## src/rtl/mem_port_arbiter_if.sv

```systemverilog
// Bundle of cache-side and memory-side signals around the shared memory port.
//
// Handshake: a cache raises *_req with *_wen/*_addr/*_wdata and holds it until
// its *_ready pulses for one cycle (with *_rdata valid in that cycle), then drops
// req in that same cycle. The memory sees mem_read/mem_write held with stable
// mem_addr/mem_wdata until it returns a single-cycle mem_ready (mem_rdata valid).
interface mem_port_arbiter_if #(
  parameter int ADDR_W = 28,
  parameter int DATA_W = 128
);
  logic              i_req;
  logic              i_wen;
  logic [ADDR_W-1:0] i_addr;
  logic [DATA_W-1:0] i_wdata;
  logic              i_ready;
  logic [DATA_W-1:0] i_rdata;

  logic              d_req;
  logic              d_wen;
  logic [ADDR_W-1:0] d_addr;
  logic [DATA_W-1:0] d_wdata;
  logic              d_ready;
  logic [DATA_W-1:0] d_rdata;

  logic              mem_read;
  logic              mem_write;
  logic [ADDR_W-1:0] mem_addr;
  logic [DATA_W-1:0] mem_wdata;
  logic              mem_ready;
  logic [DATA_W-1:0] mem_rdata;

  // Arbiter view
  modport slave (
    input  i_req, i_wen, i_addr, i_wdata,
    input  d_req, d_wen, d_addr, d_wdata,
    input  mem_ready, mem_rdata,
    output i_ready, i_rdata, d_ready, d_rdata,
    output mem_read, mem_write, mem_addr, mem_wdata
  );

  // Caches-plus-memory view (what drives the arbiter)
  modport master (
    output i_req, i_wen, i_addr, i_wdata,
    output d_req, d_wen, d_addr, d_wdata,
    output mem_ready, mem_rdata,
    input  i_ready, i_rdata, d_ready, d_rdata,
    input  mem_read, mem_write, mem_addr, mem_wdata
  );
endinterface

```

## src/rtl/mem_port_arbiter.sv

```systemverilog
// Round-robin arbiter sharing one line-granular memory port between the
// I-cache and D-cache. One transaction at a time: IDLE -> BUSY -> DONE -> IDLE.
// All memory and cache-side outputs are decodes of registers only.
module mem_port_arbiter #(
  parameter int ADDR_W = 28,
  parameter int DATA_W = 128
) (
  input  logic       clk,
  input  logic       rst,
  mem_port_arbiter_if.slave bus,
  output logic [1:0] dbg_state
);

  localparam logic [1:0] IDLE = 2'd0;
  localparam logic [1:0] BUSY = 2'd1;
  localparam logic [1:0] DONE = 2'd2;

  logic [1:0]        state_q;
  logic              owner_q;   // 0 = I-cache, 1 = D-cache
  logic              last_q;    // owner of the last completed transaction
  logic              wen_q;
  logic [ADDR_W-1:0] addr_q;
  logic [DATA_W-1:0] wdata_q;
  logic [DATA_W-1:0] rbuf_q;

  logic any_req;
  logic winner;

  // Pick the winner: a lone requester wins, contention goes to the non-last side
  always_comb begin
    any_req = bus.i_req | bus.d_req;
    winner  = 1'b0;
    if (bus.i_req && bus.d_req) begin
      winner = ~last_q;
    end else if (bus.d_req) begin
      winner = 1'b1;
    end
  end

  // Transaction FSM with request latch and read-data buffer
  always_ff @(posedge clk or posedge rst) begin
    if (rst) begin
      state_q <= IDLE;
      owner_q <= 1'b0;
      last_q  <= 1'b1;
      wen_q   <= 1'b0;
      addr_q  <= '0;
      wdata_q <= '0;
      rbuf_q  <= '0;
    end else begin
      case (state_q)
        IDLE: begin
          if (any_req) begin
            owner_q <= winner;
            wen_q   <= winner ? bus.d_wen   : bus.i_wen;
            addr_q  <= winner ? bus.d_addr  : bus.i_addr;
            wdata_q <= winner ? bus.d_wdata : bus.i_wdata;
            state_q <= BUSY;
          end
        end
        BUSY: begin
          if (bus.mem_ready) begin
            rbuf_q  <= bus.mem_rdata;
            last_q  <= owner_q;
            state_q <= DONE;
          end
        end
        DONE: begin
          state_q <= IDLE;
        end
        default: begin
          state_q <= IDLE;
        end
      endcase
    end
  end

  // Output decodes; strobes drop as soon as state leaves BUSY (including reset)
  assign bus.mem_read  = (state_q == BUSY) & ~wen_q;
  assign bus.mem_write = (state_q == BUSY) &  wen_q;
  assign bus.mem_addr  = addr_q;
  assign bus.mem_wdata = wdata_q;
  assign bus.i_ready   = (state_q == DONE) & ~owner_q;
  assign bus.d_ready   = (state_q == DONE) &  owner_q;
  assign bus.i_rdata   = rbuf_q;
  assign bus.d_rdata   = rbuf_q;
  assign dbg_state     = state_q;

endmodule

```

## src/flat_wrapper.sv

```systemverilog
// flat-port wrapper written by rule: the top's interface ports become plain ports
module mem_port_arbiter_flat 
#(
  parameter int ADDR_W = 28,
  parameter int DATA_W = 128
)
  (clk, rst, dbg_state, bus_i_req, bus_i_wen, bus_i_addr, bus_i_wdata, bus_d_req, bus_d_wen, bus_d_addr, bus_d_wdata, bus_mem_ready, bus_mem_rdata, bus_i_ready, bus_i_rdata, bus_d_ready, bus_d_rdata, bus_mem_read, bus_mem_write, bus_mem_addr, bus_mem_wdata);
  mem_port_arbiter_if #(.ADDR_W(ADDR_W), .DATA_W(DATA_W)) bus_i ();
  input  logic clk;
  input  logic rst;
  output logic [1:0] dbg_state;
  input wire logic [$bits(bus_i.i_req)-1:0] bus_i_req;
  input wire logic [$bits(bus_i.i_wen)-1:0] bus_i_wen;
  input wire logic [$bits(bus_i.i_addr)-1:0] bus_i_addr;
  input wire logic [$bits(bus_i.i_wdata)-1:0] bus_i_wdata;
  input wire logic [$bits(bus_i.d_req)-1:0] bus_d_req;
  input wire logic [$bits(bus_i.d_wen)-1:0] bus_d_wen;
  input wire logic [$bits(bus_i.d_addr)-1:0] bus_d_addr;
  input wire logic [$bits(bus_i.d_wdata)-1:0] bus_d_wdata;
  input wire logic [$bits(bus_i.mem_ready)-1:0] bus_mem_ready;
  input wire logic [$bits(bus_i.mem_rdata)-1:0] bus_mem_rdata;
  output wire logic [$bits(bus_i.i_ready)-1:0] bus_i_ready;
  output wire logic [$bits(bus_i.i_rdata)-1:0] bus_i_rdata;
  output wire logic [$bits(bus_i.d_ready)-1:0] bus_d_ready;
  output wire logic [$bits(bus_i.d_rdata)-1:0] bus_d_rdata;
  output wire logic [$bits(bus_i.mem_read)-1:0] bus_mem_read;
  output wire logic [$bits(bus_i.mem_write)-1:0] bus_mem_write;
  output wire logic [$bits(bus_i.mem_addr)-1:0] bus_mem_addr;
  output wire logic [$bits(bus_i.mem_wdata)-1:0] bus_mem_wdata;
  assign bus_i.i_req = bus_i_req;
  assign bus_i.i_wen = bus_i_wen;
  assign bus_i.i_addr = bus_i_addr;
  assign bus_i.i_wdata = bus_i_wdata;
  assign bus_i.d_req = bus_d_req;
  assign bus_i.d_wen = bus_d_wen;
  assign bus_i.d_addr = bus_d_addr;
  assign bus_i.d_wdata = bus_d_wdata;
  assign bus_i.mem_ready = bus_mem_ready;
  assign bus_i.mem_rdata = bus_mem_rdata;
  assign bus_i_ready = bus_i.i_ready;
  assign bus_i_rdata = bus_i.i_rdata;
  assign bus_d_ready = bus_i.d_ready;
  assign bus_d_rdata = bus_i.d_rdata;
  assign bus_mem_read = bus_i.mem_read;
  assign bus_mem_write = bus_i.mem_write;
  assign bus_mem_addr = bus_i.mem_addr;
  assign bus_mem_wdata = bus_i.mem_wdata;
  mem_port_arbiter #(.ADDR_W(ADDR_W), .DATA_W(DATA_W)) u_core (.clk(clk), .rst(rst), .bus(bus_i), .dbg_state(dbg_state));
endmodule
```

## config.mk

```make
export PLATFORM = sky130hd
export DESIGN_NAME = mem_port_arbiter_flat
export DESIGN_NICKNAME = d
export VERILOG_FILES = /design/src/rtl/mem_port_arbiter_if.sv /design/src/rtl/mem_port_arbiter.sv /design/src/flat_wrapper.sv
export SDC_FILE = /design/constraint.sdc
export NUM_CORES = 1
export LEC_CHECK = 0
export ABC_AREA = 1
export CORE_AREA = 8 8 332 334
export CTS_CLUSTER_SIZE = 30
export DETAILED_ROUTE_END_ITERATION = 7
export DIE_AREA = 0 0 340 342
export GPL_ROUTABILITY_DRIVEN = 0
export PLACE_DENSITY_LB_ADDON = 0.08
export SLEW_MARGIN = 20
export SYNTH_ARGS = -nofsm -noshare
export SYNTH_HDL_FRONTEND = slang
export SYNTH_SLANG_ARGS = --single-unit
```

## constraint.sdc

```tcl
create_clock -name clk -period 12.3 [get_ports clk]
set_input_delay 2.46 -clock clk [delete_from_list [all_inputs] [get_ports clk]]
set_output_delay 2.46 -clock clk [all_outputs]
set_load 0.02 [all_outputs]
```

==> impl.org <==
** Outcome
- The run finished with clean final reports.

** Setup path
- Cell-by-cell listing of the critical path :: clkdlybuf4s50_1 -> o21ai_4 -> buf_4 -> buf_4 -> nand2_1 -> nand2_1
- The largest individual stage delay along the critical path comes from the cell buf_4.
- Data arrives at the worst endpoint at 5.71 ns.
- The worst register-to-register path begins at u_core.dbg_state[1].
- The number of buffers and inverters on the critical path is 3.
- Critical R2R Capture :: u_core.bus.d_rdata[72]
- Sort of element at the start of the critical path :: input port
- Flop2flop setup slack :: 9.07 ns
- Nature of the critical path endpoint :: flop
- On the worst path, the slowest cell contributes a delay of 0.88 ns.
- Critical path type :: in -> reg
- Critical-path maximum fanout :: 75
- Grouping stages by cell kind, the critical path spends the most delay in buffers and inverters.
- Measured in cells, the most critical reg-to-reg path has a length of 6.
- Crit path required time :: 12.82 ns

** Cells and area
- Once layout is complete, the cells apart from fillers number 4,153.
- In the final layout, the share of cells above drive strength 1 is 2.92%.
- With fillers left out, the area of the finished cells amounts to 0.0253 mm^2.
- The area growth from synthesis to layout is 70.1%.
- Total number of nets in the final design :: 3,164

** Clock network
- Resize count post-CTS :: 0
- Counting along the longest clock path gives a buffer depth of 3.
- TritonCTS built the clock tree.
- Total CTS buffers :: 42
- The clock drives 289 sinks.
- At the later pin of the worst-skew pair, clock insertion delay measures 0.59 ns.
- The number of setup buffers added after CTS is 0.
- Hold-fix buffers, CTS :: 0
- Clock input transition at the sequential cells of the worst setup and hold paths :: 0.06 ns
- The H-tree generated during clock tree synthesis spans 2 levels.
- Root buffer cell :: clkbuf_16

** Routing
- Wirelength, routed :: 84.3 mm
- In this run, the number of DRC markers left after iteration 0 of detailed routing was 633.
- In the final routed layout, each cell accounts on average for 20.3 um.
- Vias :: 15,300
- First drt pass iteration count :: 5
- Residual DRC :: 0
- Avg Vias per Cell :: 3.69
- In this run the remaining antenna-violating nets after routing total 0.

** Global routing
- For this run the aggregate overflow at the end of global routing stands at 0.
- First-pass GRT wire length :: 118 mm
- Initial antenna violation count :: 54
- Largest net degree at the start of global routing :: 118
- The number of global-route vias before repair is 16,200.
- Global-route usage over all layers :: 13.8%

** Timing
- The total count of max-transition violations in the final report was 0.
- Relative slew slack :: 34.7%
- Total Negative Setup Slacks :: 0 ns
- Derived from the worst setup path, the maximum achievable clock frequency is 193 MHz.
- RSZ-0062 raised after global routing :: no
- Number of endpoints failing setup at the final stage :: 0
- Final worst clock skew :: 0.0253 ns
- Worst Tran Pin Value :: 0.980 ns
- Final hold violations :: 0
- Subtracting the final worst setup slack from the clock period gives 5.18 ns.
- Final worst-path cycle share :: 42.1%

** Worst hold path
- Critical hold path startpoint :: u_core.bus.mem_wdata[79]
- The worst hold path was traced through 2 stages.
- Min-delay worst type :: reg -> reg
- The worst hold path terminates at u_core.bus.mem_wdata[79].

** Floorplanning
- Once the floorplan was initialized, standard cells occupied 14.2% of the core.
- During I/O placement, the number of pins put on the boundary was 865.
- Die area :: 0.116 mm^2
- The die is 340 um wide.
- After floorplanning, the core was divided into 119 placement rows.
- The die is 342 um tall.
- Std-Cell Core Area :: 0.105 mm^2

** Run
- Max-cap check violation count :: 0

** Yosys
- Total nets after synthesis :: 2,485
- Post-Syn Area :: 0.0149 mm^2
- By area the synthesized netlist is led by dfrtp_1, nand2_1, nand3_1.
- Number of distinct library cells after synthesis :: 16
- The average instance in the mapped netlist occupies 7.29 um^2.
- Synthesized netlist cell count :: 2,038
- Cell taking the most area after synthesis :: dfrtp_1
- Proportion of synthesized chip area in sequential cells :: 48.7%
- Fraction of post-synthesis cell area in the top cell type by area :: 48.5%
- Counting flops and latches in the post-synthesis netlist gives 289.
- Yosys printed 0 warnings.

** Pwr
- Total power draw :: 0.00656 W
- Highest ir drop seen on vdd :: 0.000108 V
- For this design the static power due to leakage is 12.4 nW.
- Power spread over the standard cell area amounts to 260 mW/mm^2.

** Placed design
- Port buffer count :: 864
- Once detailed placement completed, the half-perimeter wirelength came to 63.8 mm.
- # placed instances :: 4,063
- Cell area reported after detailed placement :: 0.0239 mm^2
-- cells in the final DEF (no fill, tap or decap), drive strengths merged --
master | synthesis | layout
clkdlybuf4s50 | 0 | 863
nand2 | 861 | 861
inv | 320 | 320
nand3 | 315 | 315
dfrtp | 288 | 288
clkbuf | 24 | 67
diode | 0 | 18
buf | 218 | 14
nor2 | 5 | 5
o21ai | 4 | 4
clkinv | 0 | 3
nor3 | 2 | 2
bufinv | 0 | 1
dfstp | 1 | 1
-- synthesized netlist by cell type, drive strengths merged --
master,number
buf,218
clkbuf,24
dfrtp,288
dfstp,1
inv,320
nand2,861
nand3,315
nor2,5
nor3,2
o21ai,4
-- worst reg2reg max path: stages (launching register included) --
cell and delay [ns]:
dfrtp_1 0.44, inv_1 0.20, nand3_4 0.57, inv_4 0.87, buf_4 0.75, nand2_1 0.27, nand2_1 0.09
-- sequential cells by signal, indices dropped and copies added, names as in the netlist --
signal,cells
u_core.bus.d_rdata,128
u_core.bus.mem_addr,28
u_core.last_q,1
u_core.wen_q,1
u_core.owner_q,1
u_core.dbg_state,2
u_core.bus.mem_wdata,128
-- kinds of logic (layout without fill, tap and decap cells) --
group	count (synthesis)	after routing	synth area share, %
other cells	0	18	0
simple gates	1183	1183	32.6
flops	289	289	48.7
compound gates	4	4	0.160
buf+inv	562	1268	18.5
-- metrics by stage --
step | hold slack, ns | utilization [%] | setup WS [ns]
after floorplan | 0.471 | - | 1.86
after global placement | 0.462 | 22.8 | 6.28
after detailed placement | 0.464 | 22.8 | 6.25
after CTS | 0.480 | 24.1 | 6.91
after global routing | 0.492 | 24.1 | 6.82
final | 0.476 | 24.1 | 7.12
-- power by group --
group	switching, W	total, W	leakage, nW	internal [W]
combinational	0.00201	0.00353	8.22	0.00152
sequential	0.000391	0.00181	3.54	0.00142
clock	0.000484	0.00122	0.661	0.000737
-- cell type report --
cell class | instances | area, um^2
clock buffer | 67 | 1300
inverter | 320 | 1210
antenna | 18 | 45.0
tap | 1391 | 1740
sequential | 289 | 7230
clock inverter | 4 | 45.0
fill | 11500 | 79400
timing repair buffer | 877 | 8780
multi-input combinational | 1187 | 4920
-- worst max-delay path by stage --
stage | startpoint | to | cells after the start
after floorplan | rst | u_core.bus.d_rdata[0] | 1
after global placement | bus_i_req | u_core.bus.mem_addr[1] | 7
after detailed placement | bus_i_req | u_core.bus.mem_wdata[60] | 7
after CTS | bus_i_req | u_core.bus.mem_wdata[126] | 7
after global routing | bus_i_req | u_core.bus.mem_addr[1] | 6
final | bus_i_req | u_core.bus.mem_wdata[52] | 6
-- metal layers --
layer,vias up,global-route usage [%],share of wire [%],wire (um)
li1,7342,-,-,-
met1,7188,13.7,35,29600
met2,586,25.3,52,43500
met3,148,7.12,11,9180
met4,46,3.20,2.0,1660
met5,-,0,0.35,291
(Power assumes the default switching activity.)
